**config.mk**
```make
export PLATFORM = sky130hd
export DESIGN_NAME = id_stage_pipe
export DESIGN_NICKNAME = d
export VERILOG_FILES = /design/src/rtl/id_stage_pipe_pkg.sv /design/src/rtl/id_fwd_mux.sv /design/src/rtl/id_stage_pipe.sv
export SDC_FILE = /design/constraint.sdc
export NUM_CORES = 1
export LEC_CHECK = 0
export CELL_PAD_IN_SITES_DETAIL_PLACEMENT = 0
export CELL_PAD_IN_SITES_GLOBAL_PLACEMENT = 2
export CORE_ASPECT_RATIO = 0.7
export CORE_MARGIN = 5
export CORE_UTILIZATION = 28
export DETAILED_ROUTE_END_ITERATION = 12
export GPL_TIMING_DRIVEN = 0
export PLACE_DENSITY_LB_ADDON = 0.25
export REMOVE_ABC_BUFFERS = 1
export SYNTH_ARGS = -nofsm -noshare
export SYNTH_HDL_FRONTEND = slang
export SYNTH_HIERARCHICAL = 1
export SYNTH_SLANG_ARGS = --single-unit
```
**constraint.sdc**
```tcl
create_clock -name clk -period 12.3 [get_ports clk]
set_input_delay 2.46 -clock clk [delete_from_list [all_inputs] [get_ports clk]]
set_output_delay 2.46 -clock clk [all_outputs]
set_load 0.05 [all_outputs]
```
**src/rtl/id_stage_pipe_pkg.sv**
```systemverilog
// Shared MIPS32 decode definitions: instruction field positions, opcode/funct
// encodings, ALU operation and instruction-type codes.
package id_stage_pipe_pkg;

   localparam int unsigned OPC_W   = 6;
   localparam int unsigned FIELD_W = 5;
   localparam int unsigned IMM_W   = 16;
   localparam int unsigned OPC_LSB = 26;
   localparam int unsigned RS_LSB  = 21;
   localparam int unsigned RT_LSB  = 16;
   localparam int unsigned RD_LSB  = 11;
   localparam int unsigned SA_LSB  = 6;
   localparam int unsigned FN_LSB  = 0;

   localparam logic [5:0] OP_SPECIAL = 6'h00;
   localparam logic [5:0] OP_ANDI    = 6'h0c;
   localparam logic [5:0] OP_ORI     = 6'h0d;
   localparam logic [5:0] OP_XORI    = 6'h0e;
   localparam logic [5:0] OP_LUI     = 6'h0f;

   localparam logic [5:0] FN_SLL  = 6'h00;
   localparam logic [5:0] FN_SRL  = 6'h02;
   localparam logic [5:0] FN_SRA  = 6'h03;
   localparam logic [5:0] FN_SLLV = 6'h04;
   localparam logic [5:0] FN_SRLV = 6'h06;
   localparam logic [5:0] FN_SRAV = 6'h07;
   localparam logic [5:0] FN_MOVZ = 6'h0a;
   localparam logic [5:0] FN_MOVN = 6'h0b;
   localparam logic [5:0] FN_MFHI = 6'h10;
   localparam logic [5:0] FN_MTHI = 6'h11;
   localparam logic [5:0] FN_MFLO = 6'h12;
   localparam logic [5:0] FN_MTLO = 6'h13;
   localparam logic [5:0] FN_AND  = 6'h24;
   localparam logic [5:0] FN_OR   = 6'h25;
   localparam logic [5:0] FN_XOR  = 6'h26;
   localparam logic [5:0] FN_NOR  = 6'h27;

   localparam logic [3:0] NOP_ALUOP  = 4'h0;
   localparam logic [3:0] ALUOP_AND  = 4'h1;
   localparam logic [3:0] ALUOP_OR   = 4'h2;
   localparam logic [3:0] ALUOP_XOR  = 4'h3;
   localparam logic [3:0] ALUOP_NOR  = 4'h4;
   localparam logic [3:0] ALUOP_LUI  = 4'h5;
   localparam logic [3:0] ALUOP_SLL  = 4'h6;
   localparam logic [3:0] ALUOP_SRL  = 4'h7;
   localparam logic [3:0] ALUOP_SRA  = 4'h8;
   localparam logic [3:0] ALUOP_MOVN = 4'h9;
   localparam logic [3:0] ALUOP_MOVZ = 4'ha;
   localparam logic [3:0] ALUOP_MFHI = 4'hb;
   localparam logic [3:0] ALUOP_MFLO = 4'hc;
   localparam logic [3:0] ALUOP_MTHI = 4'hd;
   localparam logic [3:0] ALUOP_MTLO = 4'he;

   localparam logic [1:0] TYPE_R     = 2'd0;
   localparam logic [1:0] TYPE_I     = 2'd1;
   localparam logic [1:0] TYPE_SHIFT = 2'd2;
   localparam logic [1:0] TYPE_HILO  = 2'd3;

   // Decoded control word; unused source fields stay 0 so they never forward or stall.
   typedef struct packed {
      logic [3:0]         aluop;
      logic [1:0]         itype;
      logic [FIELD_W-1:0] src1;
      logic [FIELD_W-1:0] src2;
      logic [FIELD_W-1:0] waddr;
      logic               use_imm;
      logic               reg_wr;
      logic               to_hi;
      logic               to_lo;
      logic               is_movn;
      logic               is_movz;
   } dec_t;

endpackage

```
**src/rtl/id_fwd_mux.sv**
```systemverilog
// Per-operand forwarding mux: register 0 reads as zero, then EX beats MEM beats
// the register file.
module id_fwd_mux #(
   parameter int unsigned DATA_W  = 32,
   parameter int unsigned RADDR_W = 5
) (
   input  logic [RADDR_W-1:0] raddr,
   input  logic [DATA_W-1:0]  rf_rdata,
   input  logic               ex_wr,
   input  logic [RADDR_W-1:0] ex_waddr,
   input  logic [DATA_W-1:0]  ex_wdata,
   input  logic               mem_wr,
   input  logic [RADDR_W-1:0] mem_waddr,
   input  logic [DATA_W-1:0]  mem_wdata,
   output logic [DATA_W-1:0]  data_c
);

   always_comb begin
      data_c = rf_rdata;
      if (raddr == '0)
         data_c = '0;
      else if (ex_wr && (ex_waddr == raddr))
         data_c = ex_wdata;
      else if (mem_wr && (mem_waddr == raddr))
         data_c = mem_wdata;
   end

endmodule

```
**src/rtl/id_stage_pipe.sv**
```systemverilog
// MIPS32 instruction-decode stage: decode, operand forwarding, load-use
// interlock and the ID/EX pipeline register with valid/ready handshake.
module id_stage_pipe
   import id_stage_pipe_pkg::*;
#(
   parameter int unsigned DATA_W  = 32,
   parameter int unsigned RADDR_W = 5,
   parameter int unsigned CNT_W   = 16
) (
   input  logic               clk,
   input  logic               rst,
   input  logic               if_valid,
   input  logic [31:0]        if_instr,
   input  logic [DATA_W-1:0]  if_pc,
   output logic               id_ready,
   input  logic               flush,
   output logic [RADDR_W-1:0] rf_raddr1,
   output logic [RADDR_W-1:0] rf_raddr2,
   input  logic [DATA_W-1:0]  rf_rdata1,
   input  logic [DATA_W-1:0]  rf_rdata2,
   input  logic               ex_fwd_wr,
   input  logic               ex_fwd_load,
   input  logic [RADDR_W-1:0] ex_fwd_waddr,
   input  logic [DATA_W-1:0]  ex_fwd_wdata,
   input  logic               mem_fwd_wr,
   input  logic [RADDR_W-1:0] mem_fwd_waddr,
   input  logic [DATA_W-1:0]  mem_fwd_wdata,
   input  logic               ex_ready,
   output logic               ex_valid,
   output logic [3:0]         ex_aluop,
   output logic [1:0]         ex_instr_type,
   output logic [DATA_W-1:0]  ex_op1,
   output logic [DATA_W-1:0]  ex_op2,
   output logic [RADDR_W-1:0] ex_waddr,
   output logic               ex_reg_wr,
   output logic               ex_mem_wr,
   output logic               ex_to_hi,
   output logic               ex_to_lo,
   output logic [DATA_W-1:0]  ex_pc,
   output logic [CNT_W-1:0]   stall_cnt
);

   logic [OPC_W-1:0]   opcode;
   logic [OPC_W-1:0]   funct;
   logic [FIELD_W-1:0] rs;
   logic [FIELD_W-1:0] rt;
   logic [FIELD_W-1:0] rd;
   logic [FIELD_W-1:0] sa;
   logic [IMM_W-1:0]   imm;
   dec_t               dec;
   logic [DATA_W-1:0]  ext_imm;
   logic [DATA_W-1:0]  fwd1;
   logic [DATA_W-1:0]  fwd2;
   logic               cond_ok;
   logic               hazard;
   logic               advance;
   logic               load;

   assign opcode = if_instr[OPC_LSB +: OPC_W];
   assign rs     = if_instr[RS_LSB +: FIELD_W];
   assign rt     = if_instr[RT_LSB +: FIELD_W];
   assign rd     = if_instr[RD_LSB +: FIELD_W];
   assign sa     = if_instr[SA_LSB +: FIELD_W];
   assign funct  = if_instr[FN_LSB +: OPC_W];
   assign imm    = if_instr[0 +: IMM_W];

   // Opcode/funct decode; anything outside the supported set stays a NOP.
   always_comb begin
      dec       = '0;
      dec.aluop = NOP_ALUOP;
      dec.itype = TYPE_R;
      ext_imm   = '0;
      case (opcode)
         OP_ORI, OP_ANDI, OP_XORI, OP_LUI: begin
            dec.itype   = TYPE_I;
            dec.use_imm = 1'b1;
            dec.reg_wr  = 1'b1;
            dec.waddr   = rt;
            dec.src1    = rs;
            ext_imm     = DATA_W'(imm);
            case (opcode)
               OP_ORI:  dec.aluop = ALUOP_OR;
               OP_ANDI: dec.aluop = ALUOP_AND;
               OP_XORI: dec.aluop = ALUOP_XOR;
               default: begin
                  dec.aluop = ALUOP_LUI;
                  dec.src1  = '0;
                  ext_imm   = DATA_W'({imm, 16'h0000});
               end
            endcase
         end
         OP_SPECIAL: begin
            case (funct)
               FN_AND, FN_OR, FN_XOR, FN_NOR, FN_MOVN, FN_MOVZ: begin
                  dec.src1   = rs;
                  dec.src2   = rt;
                  dec.waddr  = rd;
                  dec.reg_wr = 1'b1;
               end
               // Shift-by-sa carries rt on port 1 and sa as the immediate.
               FN_SLL, FN_SRL, FN_SRA: begin
                  dec.itype   = TYPE_SHIFT;
                  dec.src1    = rt;
                  dec.use_imm = 1'b1;
                  dec.waddr   = rd;
                  dec.reg_wr  = 1'b1;
                  ext_imm     = DATA_W'(sa);
               end
               FN_SLLV, FN_SRLV, FN_SRAV: begin
                  dec.itype  = TYPE_SHIFT;
                  dec.src1   = rt;
                  dec.src2   = rs;
                  dec.waddr  = rd;
                  dec.reg_wr = 1'b1;
               end
               FN_MFHI, FN_MFLO: begin
                  dec.itype  = TYPE_HILO;
                  dec.waddr  = rd;
                  dec.reg_wr = 1'b1;
               end
               FN_MTHI, FN_MTLO: begin
                  dec.itype = TYPE_HILO;
                  dec.src1  = rs;
                  dec.to_hi = (funct == FN_MTHI);
                  dec.to_lo = (funct == FN_MTLO);
               end
               default: ;
            endcase
            case (funct)
               FN_AND:          dec.aluop = ALUOP_AND;
               FN_OR:           dec.aluop = ALUOP_OR;
               FN_XOR:          dec.aluop = ALUOP_XOR;
               FN_NOR:          dec.aluop = ALUOP_NOR;
               FN_SLL, FN_SLLV: dec.aluop = ALUOP_SLL;
               FN_SRL, FN_SRLV: dec.aluop = ALUOP_SRL;
               FN_SRA, FN_SRAV: dec.aluop = ALUOP_SRA;
               FN_MOVN:         dec.aluop = ALUOP_MOVN;
               FN_MOVZ:         dec.aluop = ALUOP_MOVZ;
               FN_MFHI:         dec.aluop = ALUOP_MFHI;
               FN_MFLO:         dec.aluop = ALUOP_MFLO;
               FN_MTHI:         dec.aluop = ALUOP_MTHI;
               FN_MTLO:         dec.aluop = ALUOP_MTLO;
               default:         dec.aluop = NOP_ALUOP;
            endcase
            dec.is_movn = (funct == FN_MOVN);
            dec.is_movz = (funct == FN_MOVZ);
         end
         default: ;
      endcase
   end

   assign rf_raddr1 = RADDR_W'(dec.src1);
   assign rf_raddr2 = RADDR_W'(dec.src2);

   id_fwd_mux #(.DATA_W(DATA_W), .RADDR_W(RADDR_W)) u_fwd1 (
      .raddr(rf_raddr1), .rf_rdata(rf_rdata1),
      .ex_wr(ex_fwd_wr), .ex_waddr(ex_fwd_waddr), .ex_wdata(ex_fwd_wdata),
      .mem_wr(mem_fwd_wr), .mem_waddr(mem_fwd_waddr), .mem_wdata(mem_fwd_wdata),
      .data_c(fwd1)
   );

   id_fwd_mux #(.DATA_W(DATA_W), .RADDR_W(RADDR_W)) u_fwd2 (
      .raddr(rf_raddr2), .rf_rdata(rf_rdata2),
      .ex_wr(ex_fwd_wr), .ex_waddr(ex_fwd_waddr), .ex_wdata(ex_fwd_wdata),
      .mem_wr(mem_fwd_wr), .mem_waddr(mem_fwd_waddr), .mem_wdata(mem_fwd_wdata),
      .data_c(fwd2)
   );

   // MOVN/MOVZ test the forwarded rt value (port 2).
   always_comb begin
      cond_ok = 1'b1;
      if (dec.is_movn)
         cond_ok = (fwd2 != '0);
      else if (dec.is_movz)
         cond_ok = (fwd2 == '0);
   end

   // An invalid ID slot has no used sources, so it can never interlock.
   assign hazard   = if_valid & ex_fwd_load & ex_fwd_wr & (ex_fwd_waddr != '0) &
                     ((ex_fwd_waddr == rf_raddr1) | (ex_fwd_waddr == rf_raddr2));
   assign advance  = ex_ready | ~ex_valid;
   assign id_ready = ~hazard & advance;
   assign load     = if_valid & id_ready;

   // ID/EX register: flush beats load; bubbles clear the write enables.
   always_ff @(posedge clk or posedge rst) begin
      if (rst) begin
         ex_valid      <= 1'b0;
         ex_aluop      <= ALUOP_OR;
         ex_instr_type <= TYPE_I;
         ex_op1        <= '0;
         ex_op2        <= '0;
         ex_waddr      <= '0;
         ex_reg_wr     <= 1'b0;
         ex_mem_wr     <= 1'b0;
         ex_to_hi      <= 1'b0;
         ex_to_lo      <= 1'b0;
         ex_pc         <= '0;
         stall_cnt     <= '0;
      end else begin
         if (flush || (advance && !load)) begin
            ex_valid  <= 1'b0;
            ex_reg_wr <= 1'b0;
            ex_mem_wr <= 1'b0;
            ex_to_hi  <= 1'b0;
            ex_to_lo  <= 1'b0;
         end else if (load) begin
            ex_valid      <= 1'b1;
            ex_aluop      <= dec.aluop;
            ex_instr_type <= dec.itype;
            ex_op1        <= fwd1;
            ex_op2        <= dec.use_imm ? ext_imm : fwd2;
            ex_waddr      <= cond_ok ? RADDR_W'(dec.waddr) : '0;
            ex_reg_wr     <= dec.reg_wr & cond_ok;
            ex_mem_wr     <= 1'b0;
            ex_to_hi      <= dec.to_hi;
            ex_to_lo      <= dec.to_lo;
            ex_pc         <= if_pc;
         end
         if (hazard && !flush && (stall_cnt != '1))
            stall_cnt <= stall_cnt + CNT_W'(1);
      end
   end

endmodule

```
# Word level (Yosys, flattened, before mapping)
# Memory sizes are Yosys's and may differ from the RTL's.
# Cells that the tools add are included.
[word_totals]
regBits = 128
in_bits = 210
out_inout_bits = 139
n_memories = 1
word_cells = 115
mem_bits_ro = 256
[classes]
bitwise = 12
muxes = 36
n_eq_ne = 24
n_reduce_logical = 29
addsub = 1
[mem_list]
columns = ["name", "words", "width", "read_ports", "rd_ports_with_merged_regs", "write_ports", "line_no", "source"]
rows = [
  ["(name not given)", 64, 4, 1, 0, 0, "id_stage_pipe.sv:129", "case (funct)"],
]
[ops]
columns = ["op", "count"]
rows = [
  ["two-way mux 32 bit", 8],
  ["one-hot mux 32 bit (2 select lines)", 1],
  ["== test 6 x 4 -> 1 bit, second input constant", 6],
  ["logical NOT 32 bit", 1],
  ["nonzero test 32 bit", 1],
  ["two-way mux 5 bit", 5],
  ["== test 6 x 5 -> 1 bit, second input constant", 4],
  ["== test 6 bit, second input constant", 4],
  ["one-hot mux 11 bit (2 select lines)", 1],
  ["== test 5 bit", 4],
  ["one-hot mux 5 bit (2 select lines)", 2],
  ["== test 6 x 3 -> 1 bit, second input constant", 3],
  ["adder 16 x 1 -> 16 bit, second input constant", 1],
  ["inequality test 16 bit, second input constant", 1],
  ["two-way mux 1 bit", 14],
  ["one-hot mux 7 bit (2 select lines)", 1],
  ["OR reduction 14 bit", 1],
  ["== test 6 x 2 -> 1 bit, second input constant", 2],
  ["logical NOT 6 bit", 2],
  ["OR reduction 6 bit", 2],
  ["logical NOT 5 bit", 2],
  ["one-hot mux 3 bit (3 select lines)", 1],
  ["OR reduction 3 bit", 3],
  ["OR reduction 4 bit", 2],
  ["other kinds (14)", 30],
]

# Depth between registers and ports, before layout
# Gate-level depths: netlist (run 1).
[logic_depth]
word_depth = 15
depth_mapped = 22
ltp_nobuf = 19

# Modules after synthesis
# Netlist (run 1), hierarchy kept.
[by_module_without_submodules]
columns = ["module", "instances", "area_each_um2", "cells_per_inst"]
rows = [
  ["id_stage_pipe", 1, 6374.9, 582],
  ["id_fwd_mux", 2, 1288.7, 177],
]

# Worst setup path before layout (run 1)
# No wires, ideal clock.
[synth_timing]
path_kind = "input-to-output"
startpoint = "input if_instr[0]"
endpoint = "output id_ready"
arrival_time_ns = 5.049
t_required_ns = 9.840
setup_slack_ns = 4.791
path_stages = 11
n_path_buf = 1
cell_sequence = "inv_1 > ha_1 > nor4_2 > o22a_1 > nand2_1 > buf_2 > a311o_1 > and2_0 > or4_4 > a21oi_1 > nor2_1"
[synth_via]
elab_chain_cells = 9
elab_cells_between_ends = 28
[synth_rtl]
columns = ["item", "line_no", "source"]
rows = [
  ["from (decl)", "id_stage_pipe.sv:13", "input logic [31:0] if_instr,"],
  ["== test 6 x 5 -> 1 bit, or another cell as far along", "id_stage_pipe.sv:93", "case (funct)"],
  ["OR reduction 8 bit (no line), or another cell as far along", "-", ""],
  ["one-hot mux 5 bit (2 select lines)", "id_stage_pipe.sv:93", ""],
  ["one-hot mux 11 bit (2 select lines) / two-way mux 5 bit (equally long branches)", "id_stage_pipe.sv:73", "case (opcode)"],
  ["== test 5 bit", "id_stage_pipe.sv:180", "((ex_fwd_waddr == rf_raddr1) | (ex_fwd_waddr == rf_raddr2));"],
  ["bitwise OR 1 bit *", "id_stage_pipe.sv:180", ""],
  ["AND 1 bit *", "id_stage_pipe.sv:179", "assign hazard = if_valid & ex_fwd_load & ex_fwd_wr & (ex_fwd_waddr != '0) &"],
  ["inverter 1 bit *", "id_stage_pipe.sv:182", "assign id_ready = ~hazard & advance;"],
  ["AND 1 bit *", "id_stage_pipe.sv:182", ""],
  ["to (decl)", "id_stage_pipe.sv:15", "output logic id_ready,"],
]
# Every way passes the cells marked *; elsewhere a longest branch is shown, timed or not.

# Worst setup path in the final report (run 1)
# Same ends and word-level chain as after synthesis.

==> flow_summary_export.csv, run 1 <==
group,metric,value,unit
sta,rsz0062_at_grt,"no",
clocking,cts_setup_buffers,0,
clocking,clock-sinks,127,
power,peakVddDrop,0.0000688,V
power,power_frac_seq,33.8,%
global_routing,antenna_found_initial,3,
power,p_sw,0.000483,W
floorplan,fp.dieArea,0.0357,sq mm
worst_hold_path,worstHoldPathType,"flip-flop to flip-flop",
routing,via_per_inst,5.49,
placement,globalplace.congestion,0.814,
sta,clock_skew,10.7,ps
setup_path,crit_fanout,13,
power,combPwrFrac,28.3,%
global_routing,met1_usage,33.0,%
setup_path,critPathMaxStageDelay,720,ps
setup_path,path_class,"primary input to primary output",
synth,synth_compound_area_share,24.8,%
global_routing,grt-ovfl-total,0,
layout,area_delta_synth_final,48.8,%
placement,io_buffers,347,
layout,drive_gt1_share,12.0,%
power,power_density,103,mW/mm^2
synth,ys_top_cells_by_area,"dfrtp_1 (35%), a311oi_2 (10%), mux2_1 (8.3%), nand4_1 (5.0%), o21ai_0 (3.9%)",
synth,yosys-mux-area-fraction,8.30,%
clocking,cts_tree,"done",
clocking,cts_max_path_buffers,2,
setup_path,required,9840,ps
synth,synth_area,0.00895,sq mm
synth,synth_top_area_share,34.9,%
placement,postPlaceCellArea,0.0127,sq mm
sta,fmax,107,MHz
layout,fillers,3113,
synth,synth_edf_count,0,
synth,synthArstFlopShare,100,%
power,clkPwrFrac,37.9,%
floorplan,fp-row-count,54,
global_routing,first_global_vias,9033,
floorplan,ios,349,
global_routing,use_met2,32.1,%
clocking,htree_num_levels,4,
layout,finalNetCount,1427,
sta,min_period,9380,ps
synth,synth_most_common_cell,"dfrtp_1",
layout,finalInstanceArea,0.0133,sq mm
synth,synth.largest_area_cell,"dfrtp_1",
layout,fin_util,42.5,%
synth,synth-xor-area-share,4.19,%
setup_path,arrival,6920,ps
clocking,cts_resized,0,
routing,num_vias,9032,
routing,routed_wl,40600,microns
setup_path,crit_chain,"clkdlybuf4s50_1 > inv_1 > ha_1 > nor4_2 > o22a_1 > nand2_1 > a311o_2 > a22o_1 > or4_4 > a21oi_1 > nor2_1 > clkdlybuf4s50_1",
synth,synth_simple_gate_area_share,19.4,%
synth,ys_seq_area_share,35.5,%
sta,setup-violations-final,0,
global_routing,grt_use_total,22.2,%
synth,syn_inst,936,
setup_path,crit_top_cell,"clkdlybuf4s50_1",
global_routing,top_usage_layer,"met1",
routing,ant_nets,0,
routing,drc_errors,0,
global_routing,grt_first_pass_wirelength,61000,microns
run,cap_violations,0,
floorplan,core_area,0.0314,sq mm
floorplan,die_y,160,microns
sta,slew_headroom,5.78,%
synth,avgSynthCellArea,9.56,sq um
power,p_leak,4.77,nW
status,outcome,"complete, no violations",
routing,drt-initial-drc-count,743,
clocking,insertion_delay,430,ps
synth,yosys.area_share.adder,0.839,%
sta,min_period_over_period,76.3,%
routing,wl_per_cell,24.7,microns
setup_path,endpoint_kind,"primary output",
synth,synth-warning-count,6,
global_routing,grt.met3_usage,6.10,%
power,p_sw_share,35.3,%
floorplan,initial_utilization,28.6,%
synth,ys_ff_latch,127,
synth,synthFlopType,"dfrtp_1",
global_routing,grt_max_degree,87,
synth,synth.distinct_cells,68,
floorplan,die_x,224,microns
clocking,cts_root_buffer,"clkbuf_16",
clocking,clkTransAtPathRegs,70,ps
power,internal-power,0.000886,W
synth,ys_top_cells_by_count,"dfrtp_1 (125), nand4_1 (72), o21ai_0 (69)",
routing,drtPass1Iterations,5,
placement,post-dp-hpwl,30300,microns
setup_path,start_kind,"primary input",
sta,drv_slew,0,
setup_path,cp_slowest_cell,"clkdlybuf4s50_1",
clocking,numCtsBuffers,17,
sta,worst_pin_slew,1410,ps
clocking,hold_buffers,0,
sta,hold_viol_final,0,
synth,synth_top_family_by_area,"compound AO/OA/AOI/OAI gates",
## cell type report
type,count,area [sq um],share of cell area [%]
diodes,2,5.00,0.0376
well taps,420,526,3.95
inverters,9,38.8,0.291
flip-flops and latches,127,3180,23.9
clock buffers,17,425,3.19
clock inverters,15,149,1.12
multi-input cells,691,5210,39.1
repair buffers,365,3780,28.4
## flip-flops by register name (all words and copies together), names as in the netlist
register,count
ex_to_hi,1
ex_to_lo,1
ex_aluop,4
ex_reg_wr,1
ex_instr_type,2
ex_valid,1
ex_waddr,5
ex_op1,32
ex_op2,32
stall_cnt,16
ex_pc,32
## cell families (layout without fill, tap and decap cells)
group | after synthesis | after routing
AND/OR/NAND/NOR | 309 | 309
XOR/XNOR | 42 | 42
adder cells (fa/ha/maj) | 6 | 6
AO/OA/AOI/OAI | 267 | 267
multiplexers | 66 | 66
other | 1 | 3
flip-flops | 127 | 127
buffers and inverters | 118 | 406
## worst max-delay path, delay by kind of cell
family / cells / cell delay, ps
buffers and inverters: 3 / 1550
adders and majority gates: 1 / 300
AOI/OAI and AO/OA: 4 / 1230
and+or+nand+nor: 4 / 1370
## layout by cell type, fill, tap and decap left out, types with 6 or more instances in the layout
master / count
a21oi_1: 10
a22o_1: 11
a22oi_1: 31
a311oi_2: 60
a32o_1: 6
and3_1: 14
buf_8: 7
clkbuf_16: 17
clkdlybuf4s50_1: 346
dfrtp_1: 125
ha_1: 6
inv_1: 8
inv_6: 8
mux2_1: 66
nand2_1: 61
nand3_1: 8
nand3_2: 7
nand4_1: 72
nor2_1: 23
nor3_1: 67
nor4_1: 13
o21ai_0: 69
o21ai_1: 45
xnor2_1: 36
## per-stage QoR
stage                     power (W)  setup TNS, ps  std cells  setup slack, ps  hold WS, ps
final                       0.00137              0       1646             2920          472
after global placement     0.000850         -67160       1594             -930          456
after global routing        0.00142              0       1646             2800          501
after floorplan            0.000664              0        827             3180          575
after CTS                   0.00139              0       1643             3000          474
after detailed placement   0.000859              0       1611             3010          464
## layer usage
| metal | routed length, microns | share of wire [%] |
|---|---|---|
| met1 | 19800 | 49 |
| met2 | 17300 | 43 |
| met3 | 3030 | 7.5 |
| met4 | 451 | 1.1 |
| met5 | 11 | 0.027 |
## power groups by stage
stage	clock network [W]	logic, W	registers (W)
finish	0.000518	0.000388	0.000463
global route	0.000549	0.000408	0.000466
CTS	0.000535	0.000390	0.000463
detailed placement	0	0.000389	0.000471
global placement	0	0.000381	0.000469
floorplan	0	0.0000887	0.000576
## path summary, 6_finish.rpt
path / cells after the start / from / slack, ps / endpoint
min in group asynchronous: 2 / rst / 2430 / ex_pc[3]
min reg2reg: 2 / ex_aluop[1] / 470 / ex_aluop[1]
min: 2 / ex_aluop[1] / 470 / ex_aluop[1]
max reg2reg: 8 / stall_cnt[4] / 9390 / stall_cnt[9]
max in group asynchronous: 3 / rst / 9040 / ex_op2[6]
max: 12 / if_instr[0] / 2920 / id_ready
Note: power is estimated with default switching activity, not from simulation.
==> run 2, diff against run 1 <==
--- a/config.mk
+++ b/config.mk
@@ -9,7 +9,7 @@
 export CELL_PAD_IN_SITES_GLOBAL_PLACEMENT = 2
 export CORE_ASPECT_RATIO = 0.7
 export CORE_MARGIN = 5
-export CORE_UTILIZATION = 28
+export CORE_UTILIZATION = 26
 export DETAILED_ROUTE_END_ITERATION = 12
 export GPL_TIMING_DRIVEN = 0
 export PLACE_DENSITY_LB_ADDON = 0.25
==> constraint.sdc (replaced) <==
create_clock -name clk -period 9.75 [get_ports clk]
set_input_delay 1.95 -clock clk [delete_from_list [all_inputs] [get_ports clk]]
set_output_delay 1.95 -clock clk [all_outputs]
set_load 0.05 [all_outputs]
==> run 2 against run 1 <==
Net effect: worst setup slack lost 1700 ps; sequential cell count unchanged; worst hold slack worse by 3.8 ps; the flow now finishes with violations (capacitance limit, slew limit).
==> flow_summary_export.csv, run 2 (synthesis results as in run 1) <==
group,metric,value,unit
setup_path,endpoint,"ex_waddr[2]",
global_routing,grt-ovfl-total,0,
floorplan,fp-row-count,56,
routing,drtPass1Iterations,5,
layout,regArea,0.00318,sq mm
global_routing,antenna_found_initial,2,
setup_path,crit_chain,"clkdlybuf4s50_1 > or4_1 > nor3_4 > and3_1 > a22o_1 > xnor2_1 > nand4_2 > or2_2 > buf_12 > a311oi_1 > nor4_1 > nand4_1 > nor2_1 > nor3b_1 > a21oi_1 > nor2_1 > a21oi_1 > nand2_1 > o21ai_1",
sta,slew_headroom,-0.603,%
routing,routed_wl,40800,microns
clocking,clock-sinks,127,
layout,reg_top3,"ex_op1: 32 flops, ex_op2: 32 flops, ex_pc: 32 flops",
clocking,cts_tree,"done",
setup_path,endpoint_kind,"flip-flop",
clocking,hold_buffers,0,
floorplan,die_y,165,microns
worst_hold_path,hold_depth,2,
global_routing,first_global_vias,8933,
clocking,numCtsBuffers,17,
layout,drive_gt1_share,11.9,%
routing,drc_errors,0,
status,violations,"capacitance limit, slew limit",
clocking,clkTransAtPathRegs,60,ps
clocking,cts_resized,0,
clocking,cts_max_path_buffers,2,
sta,worst_slack,1230,ps
layout,fillers,3396,
run,cap_violations,1,
routing,num_vias,8990,
layout,area_delta_synth_final,50.3,%
setup_path,start_kind,"primary input",
global_routing,grt_use_total,20.8,%
setup_path,timing.rr.end,"stall_cnt[8]",
routing,ant_nets,0,
floorplan,core_area,0.0338,sq mm
sta,rsz0062_at_grt,"no",
sta,fin_setup_tns,0,ps
clocking,cts_setup_buffers,0,
placement,post-dp-hpwl,30900,microns
sta,hold_viol_final,0,
floorplan,ios,349,
routing,drt-initial-drc-count,754,
setup_path,arrival,8860,ps
layout,final_common_cell,"clkdlybuf4s50_1",
setup_path,path_class,"primary input to flip-flop",
setup_path,startpoint,"if_instr[26]",
setup_path,r2r_start,"stall_cnt[6]",
clocking,insertion_delay,430,ps
placement,dpl_worst_slack,787,ps
sta,min_period,8520,ps
clocking,cts_root_buffer,"clkbuf_16",
floorplan,die_x,232,microns
setup_path,required,10090,ps
power,peakVddDrop,0.000103,V
sta,fmax,117,MHz
setup_path,critical_path_depth,19,
routing,via_per_inst,5.32,
setup_path,r2r_slack,6860,ps
setup_path,reg2regPathDepth,8,
worst_hold_path,worstHoldPathType,"flip-flop to flip-flop",
floorplan,fp.dieArea,0.0383,sq mm
global_routing,grt_first_pass_wirelength,60300,microns
power,p_leak,4.80,nW
clocking,htree_num_levels,4,
placement,io_buffers,347,
setup_path,crit_fanout,34,
layout,finalNetCount,1426,
layout,multiInputGateArea,0.00521,sq mm
sta,clock_skew,13.1,ps
floorplan,initial_utilization,26.5,%
setup_path,cp_top_family,"simple AND/OR/NAND/NOR gates",
setup_path,path_buf_inv,2,
sta,setup-violations-final,0,
sta,min_period_over_period,87.3,%
status,outcome,"complete, but fails checks",
power,power_density,135,mW/mm^2
sta,drv_slew,32,
global_routing,grt_max_degree,73,
layout,final_cell_mix,"clkdlybuf4s50_1 (346), dfrtp_1 (125), nand4_1 (72)",
sta,worst_pin_slew,1510,ps
power,p_total,0.00181,W
setup_path,critPathMaxStageDelay,840,ps
placement,globalplace.congestion,0.781,
routing,wl_per_cell,24.2,microns
setup_path,cp_slowest_cell,"nor4_1",
run 2: cell count changes in the layout (fill, tap and decap cells not counted), moves of 2 or more:
| cell | before | now |
|---|---|---|
| inv_6 | 8 | 2 |
| clkbuf_8 | 0 | 2 |
| bufinv_16 | 1 | 5 |
| inv_8 | 2 | 0 |
run 2: worst min path at each step:
| stage | startpoint | to | slack [ps] |
|---|---|---|---|
| after floorplan | ex_aluop[1] | ex_aluop[1] | 580 |
| after global placement | ex_aluop[1] | ex_aluop[1] | 460 |
| after detailed placement | ex_aluop[1] | ex_aluop[1] | 460 |
| after CTS | ex_aluop[1] | ex_aluop[1] | 470 |
| after global routing | ex_pc[1] | ex_pc[1] | 500 |
| final | ex_aluop[1] | ex_aluop[1] | 470 |
run 2: final cells by class:
cell class | count | area share, %
diodes | 2 | 0.0372
clock buffers | 19 | 3.37
clock inverters | 13 | 1.56
inverters | 9 | 0.288
multi-input cells | 691 | 38.7
flip-flops and latches | 127 | 23.6
well taps | 464 | 4.32
repair buffers | 364 | 28.0
run 2: tightest hold or removal path, delay by kind of cell, from the launching register on:
kind / cells / cell delay (ps)
DFF: 1 / 360
AOI/OAI and AO/OA: 1 / 60
and+or+nand+nor: 1 / 40
run 2: metal layers:
layer  track usage (%)  wire length [microns]  vias up
met5                 0                     34        -
li1                  -                      -     4172
met4              3.76                    368        4
met2              31.1                  17900      324
met1              30.1                  19500     4463
met3              6.05                   3010       27
run 2: stage by stage:
| stage | hold WS (ps) | instance area, sq um | utilization [%] | std cells |
|---|---|---|---|---|
| finish | 468 | 13500 | 39.8 | 1689 |
| CTS | 473 | 13400 | 39.8 | 1687 |
| global placement | 455 | 12400 | 36.8 | 1638 |
| global route | 503 | 13400 | 39.8 | 1687 |
| floorplan | 575 | 8370 | - | 827 |
| detailed placement | 464 | 12800 | 37.9 | 1655 |
run 2: report_power, final:
group          internal [W]  switching [W]  total [W]
Sequential         0.000565      0.0000189   0.000584
Combinational      0.000193       0.000297   0.000490
Clock              0.000468       0.000269   0.000737
Total               0.00123       0.000585    0.00181
==> run 3, diff against run 2 <==
--- a/config.mk
+++ b/config.mk
@@ -9,7 +9,7 @@
 export CELL_PAD_IN_SITES_GLOBAL_PLACEMENT = 2
 export CORE_ASPECT_RATIO = 0.7
 export CORE_MARGIN = 5
-export CORE_UTILIZATION = 26
+export CORE_UTILIZATION = 28
 export DETAILED_ROUTE_END_ITERATION = 12
 export GPL_TIMING_DRIVEN = 0
 export PLACE_DENSITY_LB_ADDON = 0.25
==> constraint.sdc (replaced) <==
create_clock -name clk -period 9.85 [get_ports clk]
set_input_delay 1.97 -clock clk [delete_from_list [all_inputs] [get_ports clk]]
set_output_delay 1.97 -clock clk [all_outputs]
set_load 0.05 [all_outputs]
==> results of run 3 <==
Same layout as run 1 (identical final DEF). Status: complete, no violations.
Among the figures that moved: setup slack after placement 3010 ps -> 1090 ps; setup slack after layout 2920 ps -> 1450 ps; register-to-register setup slack 9390 ps -> 6940 ps; total power 0.00137 W -> 0.00171 W; worst IR drop on VDD 0.0000688 V -> 0.0000859 V
